<file path="src/rtl/decode_stage_bypass_pkg.sv">
// Shared decode types: opcodes, branch funct3 codes, instruction classes,
// exception causes and the micro-op handed to execute.
package decode_pkg;

    localparam logic [6:0] OPC_LUI      = 7'b0110111;
    localparam logic [6:0] OPC_AUIPC    = 7'b0010111;
    localparam logic [6:0] OPC_JAL      = 7'b1101111;
    localparam logic [6:0] OPC_JALR     = 7'b1100111;
    localparam logic [6:0] OPC_BRANCH   = 7'b1100011;
    localparam logic [6:0] OPC_LOAD     = 7'b0000011;
    localparam logic [6:0] OPC_STORE    = 7'b0100011;
    localparam logic [6:0] OPC_OP_IMM   = 7'b0010011;
    localparam logic [6:0] OPC_OP       = 7'b0110011;
    localparam logic [6:0] OPC_MISC_MEM = 7'b0001111;
    localparam logic [6:0] OPC_SYSTEM   = 7'b1110011;

    localparam logic [2:0] F3_BEQ  = 3'b000;
    localparam logic [2:0] F3_BNE  = 3'b001;
    localparam logic [2:0] F3_BLT  = 3'b100;
    localparam logic [2:0] F3_BGE  = 3'b101;
    localparam logic [2:0] F3_BLTU = 3'b110;
    localparam logic [2:0] F3_BGEU = 3'b111;

    // One-hot class; CLS_NONE marks an undecodable word.
    typedef enum logic [6:0] {
        CLS_NONE   = 7'b0000000,
        CLS_ALU    = 7'b0000001,
        CLS_LOAD   = 7'b0000010,
        CLS_STORE  = 7'b0000100,
        CLS_BRANCH = 7'b0001000,
        CLS_JAL    = 7'b0010000,
        CLS_JALR   = 7'b0100000,
        CLS_SYSTEM = 7'b1000000
    } instr_class_t;

    typedef enum logic [1:0] {
        EXC_NONE    = 2'd0,
        EXC_FETCH   = 2'd1,
        EXC_ILLEGAL = 2'd2
    } exc_cause_t;

    typedef struct packed {
        instr_class_t cls;
        logic [2:0]   funct3;
        logic [6:0]   funct7;
        logic [4:0]   rd;
        logic         rd_valid;
        logic [31:0]  imm;
    } uop_t;

    function automatic logic branch_f3_legal(input logic [2:0] f3);
        return (f3 != 3'b010) && (f3 != 3'b011);
    endfunction

endpackage

</file>
<file path="src/rtl/decode_stage_bypass_if.sv">
// Fetch-side and execute-side handshake bundle of the decode stage.
// valid/ready: a beat moves on a rising edge where both are high; the sender holds its payload stable while valid && !ready.
interface decode_stage_bypass_if import decode_pkg::*; #(parameter int XLEN = 32);

    logic            in_valid;
    logic            in_ready;
    logic [XLEN-1:0] in_pc;
    logic [31:0]     in_instr;
    logic            in_fetch_fault;

    logic            out_valid;
    logic            out_ready;
    logic [XLEN-1:0] out_pc;
    uop_t            out_uop;
    logic [XLEN-1:0] out_rs1_data;
    logic [XLEN-1:0] out_rs2_data;
    logic            out_exc;
    exc_cause_t      out_exc_cause;

    logic            redirect_valid;
    logic [XLEN-1:0] redirect_target;

    modport slave (
        input  in_valid, in_pc, in_instr, in_fetch_fault, out_ready,
        output in_ready, out_valid, out_pc, out_uop, out_rs1_data, out_rs2_data,
               out_exc, out_exc_cause, redirect_valid, redirect_target
    );

    modport master (
        output in_valid, in_pc, in_instr, in_fetch_fault, out_ready,
        input  in_ready, out_valid, out_pc, out_uop, out_rs1_data, out_rs2_data,
               out_exc, out_exc_cause, redirect_valid, redirect_target
    );

endinterface

</file>
<file path="src/rtl/decode_stage_bypass_decoder.sv">
// Combinational RV32I field decoder: class, immediate, register usage and legality.
module decode_stage_bypass_decoder import decode_pkg::*; (
    input  logic [31:0] instr,
    output uop_t        uop,
    output logic [4:0]  rs1_idx,
    output logic [4:0]  rs2_idx,
    output logic        rs1_used,
    output logic        rs2_used,
    output logic        illegal
);

    logic [6:0]  opcode;
    logic [31:0] imm_i;
    logic [31:0] imm_s;
    logic [31:0] imm_b;
    logic [31:0] imm_u;
    logic [31:0] imm_j;
    logic        writes_rd;

    assign opcode  = instr[6:0];
    assign rs1_idx = instr[19:15];
    assign rs2_idx = instr[24:20];

    assign imm_i = {{20{instr[31]}}, instr[31:20]};
    assign imm_s = {{20{instr[31]}}, instr[31:25], instr[11:7]};
    assign imm_b = {{19{instr[31]}}, instr[31], instr[7], instr[30:25], instr[11:8], 1'b0};
    assign imm_u = {instr[31:12], 12'b0};
    assign imm_j = {{11{instr[31]}}, instr[31], instr[19:12], instr[20], instr[30:21], 1'b0};

    always_comb begin
        uop        = '0;
        uop.cls    = CLS_NONE;
        uop.funct3 = instr[14:12];
        uop.funct7 = instr[31:25];
        uop.rd     = instr[11:7];
        rs1_used   = 1'b0;
        rs2_used   = 1'b0;
        illegal    = 1'b0;
        writes_rd  = 1'b0;
        case (opcode)
            OPC_LUI, OPC_AUIPC: begin
                uop.cls   = CLS_ALU;
                uop.imm   = imm_u;
                writes_rd = 1'b1;
            end
            OPC_JAL: begin
                uop.cls   = CLS_JAL;
                uop.imm   = imm_j;
                writes_rd = 1'b1;
            end
            OPC_JALR: begin
                uop.cls   = CLS_JALR;
                uop.imm   = imm_i;
                rs1_used  = 1'b1;
                writes_rd = 1'b1;
            end
            OPC_BRANCH: begin
                uop.cls  = CLS_BRANCH;
                uop.imm  = imm_b;
                rs1_used = 1'b1;
                rs2_used = 1'b1;
                illegal  = !branch_f3_legal(instr[14:12]);
            end
            OPC_LOAD: begin
                uop.cls   = CLS_LOAD;
                uop.imm   = imm_i;
                rs1_used  = 1'b1;
                writes_rd = 1'b1;
            end
            OPC_STORE: begin
                uop.cls  = CLS_STORE;
                uop.imm  = imm_s;
                rs1_used = 1'b1;
                rs2_used = 1'b1;
            end
            OPC_OP_IMM: begin
                uop.cls   = CLS_ALU;
                uop.imm   = imm_i;
                rs1_used  = 1'b1;
                writes_rd = 1'b1;
            end
            OPC_OP: begin
                uop.cls   = CLS_ALU;
                rs1_used  = 1'b1;
                rs2_used  = 1'b1;
                writes_rd = 1'b1;
            end
            OPC_MISC_MEM, OPC_SYSTEM: begin
                uop.cls = CLS_SYSTEM;
                uop.imm = imm_i;
            end
            default: illegal = 1'b1;
        endcase
        // x0 is never a real write target.
        uop.rd_valid = writes_rd && (instr[11:7] != 5'd0);
    end

endmodule

</file>
<file path="src/rtl/decode_stage_bypass.sv">
// Decode stage: one holding register, operand resolution through bypass/RF,
// hazard stall, exception tagging and branch/jump redirect.
module decode_stage_bypass import decode_pkg::*; #(
    parameter  int XLEN          = 32,
    parameter  int NUM_REGISTERS = 32,
    parameter  int BYPASS_PORTS  = 2,
    localparam int RW            = $clog2(NUM_REGISTERS)
) (
    input  logic                         clk,
    input  logic                         rst,
    decode_stage_bypass_if.slave         bus,
    output logic [RW-1:0]                rf_rs1_idx,
    output logic [RW-1:0]                rf_rs2_idx,
    input  logic [XLEN-1:0]              rf_rs1_data,
    input  logic [XLEN-1:0]              rf_rs2_data,
    input  logic                         rf_rs1_busy,
    input  logic                         rf_rs2_busy,
    input  logic [BYPASS_PORTS-1:0]      byp_valid,
    input  logic [BYPASS_PORTS*RW-1:0]   byp_idx,
    input  logic [BYPASS_PORTS*XLEN-1:0] byp_data,
    input  logic                         flush
);

    typedef struct packed {
        logic            hazard;
        logic [XLEN-1:0] data;
    } operand_t;

    // x0 reads zero; otherwise the lowest-numbered matching bypass wins over the RF.
    function automatic operand_t select_operand(
        input logic [RW-1:0]                idx,
        input logic [XLEN-1:0]              rf_data,
        input logic                         rf_busy,
        input logic [BYPASS_PORTS-1:0]      bv,
        input logic [BYPASS_PORTS*RW-1:0]   bi,
        input logic [BYPASS_PORTS*XLEN-1:0] bd
    );
        operand_t r;
        logic     hit;
        r.hazard = 1'b0;
        r.data   = '0;
        hit      = (idx == '0);
        for (int p = 0; p < BYPASS_PORTS; p++) begin
            if (!hit && bv[p] && (bi[p*RW +: RW] == idx)) begin
                hit    = 1'b1;
                r.data = bd[p*XLEN +: XLEN];
            end
        end
        if (!hit) begin
            if (rf_busy) r.hazard = 1'b1;
            else         r.data   = rf_data;
        end
        return r;
    endfunction

    logic            held_q, held_d;
    logic [XLEN-1:0] pc_q, pc_d;
    logic [31:0]     instr_q, instr_d;
    logic            fault_q, fault_d;

    uop_t            uop;
    logic [4:0]      dec_rs1, dec_rs2;
    logic            rs1_used, rs2_used, illegal;
    operand_t        op1, op2;
    logic            hazard, exc, out_valid, transfer, in_ready, accept;
    logic            br_taken, taken;
    logic [XLEN-1:0] imm_x, jalr_sum;

    decode_stage_bypass_decoder u_decoder (
        .instr    (instr_q),
        .uop      (uop),
        .rs1_idx  (dec_rs1),
        .rs2_idx  (dec_rs2),
        .rs1_used (rs1_used),
        .rs2_used (rs2_used),
        .illegal  (illegal)
    );

    assign rf_rs1_idx = RW'(dec_rs1);
    assign rf_rs2_idx = RW'(dec_rs2);

    assign op1 = select_operand(rf_rs1_idx, rf_rs1_data, rf_rs1_busy, byp_valid, byp_idx, byp_data);
    assign op2 = select_operand(rf_rs2_idx, rf_rs2_data, rf_rs2_busy, byp_valid, byp_idx, byp_data);

    // Excepting instructions never wait on operands they will not use.
    assign hazard    = (rs1_used && op1.hazard) || (rs2_used && op2.hazard);
    assign exc       = fault_q || illegal;
    assign out_valid = held_q && !flush && (exc || !hazard);
    assign transfer  = out_valid && bus.out_ready;
    assign in_ready  = !flush && (!held_q || transfer);
    assign accept    = bus.in_valid && in_ready;

    assign imm_x    = XLEN'($signed(uop.imm));
    assign jalr_sum = op1.data + imm_x;

    always_comb begin
        br_taken = 1'b0;
        case (uop.funct3)
            F3_BEQ:  br_taken = (op1.data == op2.data);
            F3_BNE:  br_taken = (op1.data != op2.data);
            F3_BLT:  br_taken = ($signed(op1.data) <  $signed(op2.data));
            F3_BGE:  br_taken = ($signed(op1.data) >= $signed(op2.data));
            F3_BLTU: br_taken = (op1.data <  op2.data);
            F3_BGEU: br_taken = (op1.data >= op2.data);
            default: br_taken = 1'b0;
        endcase
    end

    assign taken = !exc && ((uop.cls == CLS_JAL) || (uop.cls == CLS_JALR) ||
                            ((uop.cls == CLS_BRANCH) && br_taken));

    // Redirect only fires on the handoff edge, so a stalled branch pulses exactly once.
    assign bus.redirect_valid  = transfer && taken;
    assign bus.redirect_target = (uop.cls == CLS_JALR) ? {jalr_sum[XLEN-1:1], 1'b0}
                                                       : pc_q + imm_x;

    assign bus.in_ready      = in_ready;
    assign bus.out_valid     = out_valid;
    assign bus.out_pc        = pc_q;
    assign bus.out_uop       = uop;
    assign bus.out_rs1_data  = op1.data;
    assign bus.out_rs2_data  = op2.data;
    assign bus.out_exc       = out_valid && exc;
    assign bus.out_exc_cause = fault_q ? EXC_FETCH : (illegal ? EXC_ILLEGAL : EXC_NONE);

    always_comb begin
        held_d  = held_q;
        pc_d    = pc_q;
        instr_d = instr_q;
        fault_d = fault_q;
        if (flush) begin
            held_d = 1'b0;
        end else if (accept) begin
            held_d  = 1'b1;
            pc_d    = bus.in_pc;
            instr_d = bus.in_instr;
            fault_d = bus.in_fetch_fault;
        end else if (transfer) begin
            held_d = 1'b0;
        end
    end

    always_ff @(posedge clk) begin
        if (rst) held_q <= 1'b0;
        else     held_q <= held_d;
        pc_q    <= pc_d;
        instr_q <= instr_d;
        fault_q <= fault_d;
    end

endmodule

</file>
<file path="src/flat_wrapper.sv">
// flat-port wrapper written by rule: the top's interface ports become plain ports
module decode_stage_bypass_flat import decode_pkg::*;
#(
    parameter  int XLEN          = 32,
    parameter  int NUM_REGISTERS = 32,
    parameter  int BYPASS_PORTS  = 2,
    localparam int RW            = $clog2(NUM_REGISTERS)
)
  (clk, rst, rf_rs1_idx, rf_rs2_idx, rf_rs1_data, rf_rs2_data, rf_rs1_busy, rf_rs2_busy, byp_valid, byp_idx, byp_data, flush, bus_in_valid, bus_in_pc, bus_in_instr, bus_in_fetch_fault, bus_out_ready, bus_in_ready, bus_out_valid, bus_out_pc, bus_out_uop, bus_out_rs1_data, bus_out_rs2_data, bus_out_exc, bus_out_exc_cause, bus_redirect_valid, bus_redirect_target);
  decode_stage_bypass_if #(.XLEN(XLEN)) bus_i ();
  input  logic clk;
  input  logic rst;
  output logic [RW-1:0] rf_rs1_idx;
  output logic [RW-1:0] rf_rs2_idx;
  input  logic [XLEN-1:0] rf_rs1_data;
  input  logic [XLEN-1:0] rf_rs2_data;
  input  logic rf_rs1_busy;
  input  logic rf_rs2_busy;
  input  logic [BYPASS_PORTS-1:0] byp_valid;
  input  logic [BYPASS_PORTS*RW-1:0] byp_idx;
  input  logic [BYPASS_PORTS*XLEN-1:0] byp_data;
  input  logic flush;
  input wire logic [$bits(bus_i.in_valid)-1:0] bus_in_valid;
  input wire logic [$bits(bus_i.in_pc)-1:0] bus_in_pc;
  input wire logic [$bits(bus_i.in_instr)-1:0] bus_in_instr;
  input wire logic [$bits(bus_i.in_fetch_fault)-1:0] bus_in_fetch_fault;
  input wire logic [$bits(bus_i.out_ready)-1:0] bus_out_ready;
  output wire logic [$bits(bus_i.in_ready)-1:0] bus_in_ready;
  output wire logic [$bits(bus_i.out_valid)-1:0] bus_out_valid;
  output wire logic [$bits(bus_i.out_pc)-1:0] bus_out_pc;
  output wire logic [$bits(bus_i.out_uop)-1:0] bus_out_uop;
  output wire logic [$bits(bus_i.out_rs1_data)-1:0] bus_out_rs1_data;
  output wire logic [$bits(bus_i.out_rs2_data)-1:0] bus_out_rs2_data;
  output wire logic [$bits(bus_i.out_exc)-1:0] bus_out_exc;
  output wire logic [$bits(bus_i.out_exc_cause)-1:0] bus_out_exc_cause;
  output wire logic [$bits(bus_i.redirect_valid)-1:0] bus_redirect_valid;
  output wire logic [$bits(bus_i.redirect_target)-1:0] bus_redirect_target;
  assign bus_i.in_valid = bus_in_valid;
  assign bus_i.in_pc = bus_in_pc;
  assign bus_i.in_instr = bus_in_instr;
  assign bus_i.in_fetch_fault = bus_in_fetch_fault;
  assign bus_i.out_ready = bus_out_ready;
  assign bus_in_ready = bus_i.in_ready;
  assign bus_out_valid = bus_i.out_valid;
  assign bus_out_pc = bus_i.out_pc;
  assign bus_out_uop = bus_i.out_uop;
  assign bus_out_rs1_data = bus_i.out_rs1_data;
  assign bus_out_rs2_data = bus_i.out_rs2_data;
  assign bus_out_exc = bus_i.out_exc;
  assign bus_out_exc_cause = bus_i.out_exc_cause;
  assign bus_redirect_valid = bus_i.redirect_valid;
  assign bus_redirect_target = bus_i.redirect_target;
  decode_stage_bypass #(.XLEN(XLEN), .NUM_REGISTERS(NUM_REGISTERS), .BYPASS_PORTS(BYPASS_PORTS)) u_core (.clk(clk), .rst(rst), .bus(bus_i), .rf_rs1_idx(rf_rs1_idx), .rf_rs2_idx(rf_rs2_idx), .rf_rs1_data(rf_rs1_data), .rf_rs2_data(rf_rs2_data), .rf_rs1_busy(rf_rs1_busy), .rf_rs2_busy(rf_rs2_busy), .byp_valid(byp_valid), .byp_idx(byp_idx), .byp_data(byp_data), .flush(flush));
endmodule
</file>
<file path="config.mk">
export PLATFORM = sky130hd
export DESIGN_NAME = decode_stage_bypass_flat
export DESIGN_NICKNAME = d
export VERILOG_FILES = /design/src/rtl/decode_stage_bypass_pkg.sv /design/src/rtl/decode_stage_bypass_if.sv /design/src/rtl/decode_stage_bypass_decoder.sv /design/src/rtl/decode_stage_bypass.sv /design/src/flat_wrapper.sv
export SDC_FILE = /design/constraint.sdc
export NUM_CORES = 1
export LEC_CHECK = 0
export ABC_AREA = 1
export BUFFER_PORTS_ARGS = -buffer_cell sky130_fd_sc_hd__buf_2
export CORE_MARGIN = 10
export CORE_UTILIZATION = 25
export CTS_BUF_LIST = sky130_fd_sc_hd__clkbuf_4 sky130_fd_sc_hd__clkbuf_8
export CTS_CLUSTER_DIAMETER = 80
export DETAILED_ROUTE_END_ITERATION = 10
export SLEW_MARGIN = 10
export SYNTH_ARGS = -nofsm -noshare
export SYNTH_HDL_FRONTEND = slang
export SYNTH_HIERARCHICAL = 1
export SYNTH_SLANG_ARGS = --single-unit
</file>
<file path="constraint.sdc">
create_clock -name clk -period 7 [get_ports clk]
set_input_delay 1.75 -clock clk [delete_from_list [all_inputs] [get_ports clk]]
set_output_delay 1.75 -clock clk [all_outputs]
set_load 0.02 [all_outputs]
</file>
==> summary.md, run 1 <==
| Metric | Value |
|---|---|
| Status | `finished with violations` |
| Failing checks | `setup timing` |
| Max Cap Violations | `0` |
| Critical Setup Path Class | `in -> out` |
| Setup WS pre-CTS | `-0.3617 ns` |
| Fmax | `~140 MHz` |
| Multi-input gate area in the final layout | `7527 um2` |
| PD cells | `114.2 nW/um2` |
| Via count | `12807` |
| Register area share after synthesis | `0.2000` |
| Reg2reg setup slack | `between 3 and 4 ns` |
| Ports | `approximately 410` |
| Grt total ovfl | `0` |
| Post-synth EDFFs | `65` |
| Die Y | `218.6 um` |
| TritonCTS clock tree | `done` |
| Post-route ant nets | `0` |
| H-tree depth | `3` |
| Tmin final | `7.149 ns` |
| CTS Sinks | `66` |
| Hpwl dp | `46060 um` |
| Area Overhead vs Synth | `55.22%` |
| Worst hold stages | `2` |
| Vias in the first global route | `12594` |
| Clock-pin slew on the worst setup and hold paths | `approximately 0.070 ns` |
| Max-slew violations | `0` |
| Worst EP arrival | `5.40 ns` |
| RePlAce Congestion | `between 0.9 and 1` |
| Worst Clk Skew | `0.01778 ns` |
| Initial Util | `0.2539` |
| Initial antenna violation count | `0` |
| Final antenna diode count | `0` |
| Synthesis Warnings | `6` |
| Nets | `about 2400` |
| Peak supply drop | `approximately 0.13 mV` |
| WL/cell | `around 21 um` |
| Reg2reg path depth | `15` |
| Hold worst-path end | `u_core/held_q` |
| Total track usage | `0.2127` |
| Leak pwr | `7.942 nW` |
| Maximum net fanout on the critical path | `11` |
| Reg2reg end | `u_core/bus.out_pc[16]` |
| CTS Buf Count | `9` |
| Critical Path End Type | `primary output` |
| Mean Syn Cell Area | `6.547 um2` |
| Post-CTS Hold Fix Bufs | `0` |
| RSZ-0062 raised after global routing | `true` |
| Clock Path Buffers | `2` |
| Filler cell count | `4145` |
| Final count of hold timing violations | `0` |
| Min-delay src | `u_core/held_q` |
| Hold Path Class | `reg -> reg` |
| Die span in x | `about 220 um` |
| Largest net degree at the start of global routing | `44` |
| Register Area | `1972 um2` |
| Flops & latches, synth | `66` |
| Slew margin rel. | `0.4155` |
| Syn Inst Count | `about 1500` |
| Drt pass-1 iters | `5` |
| Reg2reg start | `u_core/instr_q[20]` |
| CP Launch Type | `primary input` |
| Crit share post-route | `1.021` |
| CORE AREA | `between 30000 and 40000 um2` |
| Cell row count | `72` |
| CP max stage delay | `0.31 ns` |
| Number of I/O port buffers | `410` |
| Final Worst Setup Slack | `-0.1491 ns` |
| Post-synthesis cell area | `9859 um2` |
| Slowest stage cell, crit path | `nor4_4` |
| Fraction of layout cells with a size suffix above 1 | `0.4253` |
| Fraction of registers with async set/reset | `0` |
| Clk Latency, worst-skew pair | `approximately 0.38 ns` |
| DRC violations left | `0` |
| Root Buffer | `clkbuf_8` |
| Post-synth cell types | `58` |
| Vias per Instance | `4.928` |
| Post-Syn Nets | `1813` |
| Final setup fails | `1` |
| Pwr Total | `1.748 mW` |
| Die area | `approximately 48000 um2` |
| First-pass GRT wire length | `77740 um` |
| WL final | `55180 um` |
| Top_reg_cell synth | `edfxtp_1` |
| 1st-iter DRT viols | `952` |
| Worst Max-Slew Pin Slew | `0.8767 ns` |
| Worst EP required | `5.25 ns` |
## synth_stat cells (17+ instances only)
cell type	instances	area [um2]
a31oi_1	29	181.4
inv_2	25	93.84
inv_1	194	728.2
clkbuf_1	22	82.58
a32o_1	19	190.2
nand2_2	18	112.6
buf_4	26	195.2
nor2_1	148	555.5
ha_1	93	1164
nand2_1	335	1257
xor2_1	17	148.9
edfxtp_1	65	1952
o21ai_0	86	430.4
a21oi_1	153	765.7
o21a_1	37	277.8
nand3_2	17	170.2
nand3_1	63	315.3
## kinds of logic after synthesis
logic type               count (synthesis)  share of synthesized area
buffers and inverters                  285                     0.1236
flip-flops                              66                     0.2000
AO/OA/AOI/OAI                          373                     0.2236
AND/OR/NAND/NOR                        664                     0.3103
adder cells (fa/ha/maj)                 95                     0.1221
XOR/XNOR                                23                    0.02043
## where the power goes
| part | internal, mW | leakage (nW) | total (mW) | switching [mW] |
|---|---|---|---|---|
| sequential | 0.455 | 0.615 | 0.476 | 0.0208 |
| combinational | 0.377 | 7.22 | 0.898 | 0.521 |
| clock | 0.203 | 0.106 | 0.374 | 0.170 |
| total | 1.04 | 7.94 | 1.75 | 0.713 |
## per-layer routing
metal	part of all wire	GRT usage	vias to the layer above
li1	-	-	6215
met4	0.026	0.05323	0
met1	0.43	0.2650	5987
met2	0.47	0.3663	539
met5	0	0	-
met3	0.072	0.04227	66
## stage by stage
step                instance area [um2]    util  TNS (ns)  instances  hold slack [ns]
finish                            15300  0.3941   -0.1491       2599           0.4933
detailed placement                13630  0.3509    -2.125       2547           0.4847
CTS                               13960  0.3595   -0.1030       2563           0.4959
global route                      15300  0.3941   -0.6421       2599           0.5235
floorplan                          9866       -         0       1506           0.4551
global placement                  13630  0.3509    -1.910       2547           0.4688
## how the worst max path moves through the flow
stage / to / startpoint / slack [ns] / depth (start not counted)
2_1_floorplan: bus_redirect_target[20] / byp_idx[9] / 0.08 / 21
3_5_place_dp: bus_redirect_valid / byp_idx[7] / -0.36 / 22
5_1_grt: bus_redirect_valid / byp_idx[7] / -0.33 / 26
3_3_place_gp: bus_redirect_valid / byp_idx[7] / -0.29 / 25
4_1_cts: bus_redirect_valid / byp_idx[7] / -0.10 / 23
6_report: bus_redirect_valid / byp_idx[7] / -0.15 / 26
## area by class of cell
class,instances,share of cell area
multi-input combinational,1155,0.4919
clock inverter,7,0.006623
clock buffer,9,0.008094
timing repair buffer,623,0.2675
tap,518,0.04235
inverter,221,0.05470
sequential,66,0.1289
## critical path: cells and delay by family
family          cells  cell delay (ns)
compound gates      5             0.71
fa+ha+maj           1             0.25
buf+inv             7             0.78
simple gates       12             1.76
xor+xnor            1             0.15
## cells in the final DEF, fill, tap and decap left out, types with 55 or more instances in the layout
cell type  netlist  final
ha_1            93     74
nand2_1        335    305
nand3_1         63     55
buf_2            7    397
o21ai_0         86     75
a21oi_1        153    125
nor2_1         148    126
buf_4           26    178
edfxtp_1        65     65
inv_1          194    185
## sequential cells by signal (all words and copies together), names as in the netlist
name               count
u_core/fault_q         1
u_core/instr_q        32
u_core/bus.out_pc     32
u_core/held_q          1
## timing repair
item	4_1_cts	5_1_grt
resized for setup	26	207
pin swaps	6	69
endpoints found under the setup margin	13	21
buffers inserted	0	27
gates cloned	0	9
Power figures use the tool's default switching activity.
==> run 2: changes to the inputs <==
--- a/config.mk
+++ b/config.mk
@@ -12,6 +12,7 @@
 export CTS_BUF_LIST = sky130_fd_sc_hd__clkbuf_4 sky130_fd_sc_hd__clkbuf_8
 export CTS_CLUSTER_DIAMETER = 80
 export DETAILED_ROUTE_END_ITERATION = 10
+export SKIP_LAST_GASP = 1
 export SLEW_MARGIN = 10
 export SYNTH_ARGS = -nofsm -noshare
 export SYNTH_HDL_FRONTEND = slang
==> run 2 against run 1 <==
The flow still finishes with violations (setup timing); sequential share of layout area about the same; utilization down 0.065 points; via count up 0.54%; worst hold slack unchanged; cell area down 0.16%; clock skew up 0.0013 ns; die area unchanged; routed wire length down 0.21%; clock power about the same; fmax up 0.47%; register-to-register slack about the same; non-clock buffer count up 11; critical path type unchanged; largest power group unchanged; highest routed layer unchanged.
==> summary.md, run 2 (synthesized netlist as in run 1, its figures left out) <==
| Metric | Value |
|---|---|
| Switching power | `0.7071 mW` |
| Total track usage | `0.2126` |
| Initial antenna violation count | `0` |
| WL final | `55070 um` |
| Via count | `12876` |
| Vias per Instance | `a little under 5` |
| RSZ-0062 raised after global routing | `true` |
| Worst EP arrival | `5.37 ns` |
| RePlAce Congestion | `0.9552` |
| Clock-pin slew on the worst setup and hold paths | `roughly 0.070 ns` |
| Combinational Power Share | `0.511` |
| Clock Path Buffers | `2` |
| Maximum net fanout on the critical path | `13` |
| Commonest non-fill, non-tap cell in the layout | `buf_2` |
| CTS Sinks | `66` |
| Cell row count | `72` |
| Leak pwr | `7.981 nW` |
| Register Area | `between 1500 and 2000 um2` |
| Max Cap Violations | `0` |
| Post-CTS Hold Fix Bufs | `0` |
| Internal power | `around 1.0 mW` |
| Crit share post-route | `1.017` |
| Max-slew violations | `0` |
| Grt total ovfl | `0` |
| Post-route ant nets | `0` |
| 1st-iter DRT viols | `928` |
| Hold Slack | `0.4933 ns` |
| CP max stage delay | `0.28 ns` |
| Commonest non-fill, non-tap cells in the layout | `buf_2, nand2_1, buf_4` |
| Sw Share | `0.4073` |
| Worst EP required | `roughly 5.3 ns` |
| Most used cell along the critical path | `nand2_1` |
| Vias in the first global route | `12588` |
| Worst Clk Skew | `0.01910 ns` |
| Final setup TNS | `-0.1156 ns` |
| Reg2reg start | `u_core/instr_q[21]` |
| Delay-heaviest family, CP | `simple AND/OR/NAND/NOR gates` |
| Root Buffer | `clkbuf_8` |
| Clock power share | `0.215` |
| Fmax | `140.5 MHz` |
| Final count of hold timing violations | `0` |
| CORE AREA | `approximately 39000 um2` |
| Final antenna diode count | `0` |
| CP Launch Type | `primary input` |
| Reg power frac | `0.274` |
| Die area | `47780 um2` |
| Die span in x | `218.6 um` |
| Die Y | `approximately 220 um` |
| Slowest stage cell, crit path | `nor3_4` |
| Area Overhead vs Synth | `54.96%` |
| Clk Latency, worst-skew pair | `about 0.38 ns` |
| Filler cell count | `4135` |
| Fraction of layout cells with a size suffix above 1 | `0.4197` |
| Min-delay src | `u_core/held_q` |
| First-pass GRT wire length | `77700 um` |
| Drt pass-1 iters | `6` |
| Slew margin rel. | `0.4121` |
| Nets | `2394` |
| WL/cell | `21.10 um` |
| Peak supply drop | `approximately 0.13 mV` |
| Multi-input gate area in the final layout | `7490 um2` |
| Ports | `411` |
| Tmin final | `7.116 ns` |
| Worst Path Buf+Inv | `6` |
| Worst Max-Slew Pin Slew | `0.8818 ns` |
| Hpwl dp | `46060 um` |
| Initial Util | `0.2539` |
| CTS Buf Count | `9` |
| Final setup fails | `1` |
| Status | `finished with violations` |
| Number of I/O port buffers | `410` |
| TritonCTS clock tree | `done` |
| Critical Path End Type | `primary output` |
| Failing checks | `setup timing` |
| H-tree depth | `3` |
| DRC violations left | `0` |
| Largest net degree at the start of global routing | `44` |
| Hold Path Class | `reg -> reg` |
| Critical Setup Path Class | `in -> out` |
| Final Worst Setup Slack | `-0.1156 ns` |
| PD cells | `113.6 nW/um2` |
| Crit path from | `byp_idx[2]` |
[run 2: cell types whose count changed in the layout (fill, tap and decap cells not counted), moves of 4 or more]
cell     previous run  this run
nand2_2            44        40
buf_2             397       402
buf_4             178       193
nor2_1            126       133
nor2_2             23        19
nand2_1           305       310
inv_1             185       189
buf_6              26        18
[run 2: power groups by stage]
| stage | clock, mW | sequential [mW] | combinational [mW] |
|---|---|---|---|
| 2_1_floorplan | 0 | 0.484 | 0.389 |
| 3_3_place_gp | 0 | 0.485 | 0.773 |
| 3_5_place_dp | 0 | 0.485 | 0.777 |
| 4_1_cts | 0.393 | 0.476 | 0.787 |
| 5_1_grt | 0.409 | 0.478 | 0.960 |
| 6_report | 0.374 | 0.476 | 0.886 |
[run 2: path summary, 6_finish.rpt]
check | cells after the start | endpoint | slack (ns)
min | 2 | u_core/held_q | 0.49
max reg2reg | 15 | u_core/bus.out_pc[16] | 3.10
min reg2reg | 2 | u_core/held_q | 0.49
max | 29 | bus_redirect_valid | -0.12
[run 2: what timing repair did]
| item | 4_1_cts | 5_1_grt |
|---|---|---|
| pin swaps | 4 | 78 |
| gates cloned | 0 | 8 |
| setup endpoints to repair | 13 | 21 |
| buffers inserted | 0 | 39 |
| resized for setup | 23 | 181 |
[run 2: worst reg2reg max path, delay by kind of cell (launching register included)]
| family | cells | cell delay (ns) |
|---|---|---|
| AOI/OAI and AO/OA | 3 | 0.51 |
| buffers and inverters | 3 | 0.91 |
| DFF | 1 | 0.53 |
| and+or+nand+nor | 9 | 1.51 |
[run 2: per-layer routing]
layer / global-route usage / part of all wire / vias to the layer above
met5: 0 / 0 / -
met4: 0.05323 / 0.028 / 0
met3: 0.04227 / 0.078 / 78
met2: 0.3661 / 0.47 / 579
met1: 0.2649 / 0.42 / 5985
li1: - / - / 6234
[run 2: area by class of cell]
cell class	count	area share
timing repair buffer	634	0.2691
tap	518	0.04242
inverter	221	0.05446
clock inverter	7	0.006633
multi-input combinational	1155	0.4902
sequential	66	0.1291
clock buffer	9	0.008107
[run 2: metrics by stage]
step | setup WS (ns) | utilization | instances | area, um2 | total power, mW
3_5_place_dp | -0.3617 | 0.3509 | 2547 | 13630 | 1.263
4_1_cts | -0.1324 | 0.3590 | 2563 | 13940 | 1.656
5_1_grt | -0.3545 | 0.3935 | 2610 | 15280 | 1.847
6_report | -0.1156 | 0.3935 | 2610 | 15280 | 1.736
2_1_floorplan | 0.07784 | - | 1506 | 9866 | 0.8736
3_3_place_gp | -0.2880 | 0.3509 | 2547 | 13630 | 1.259
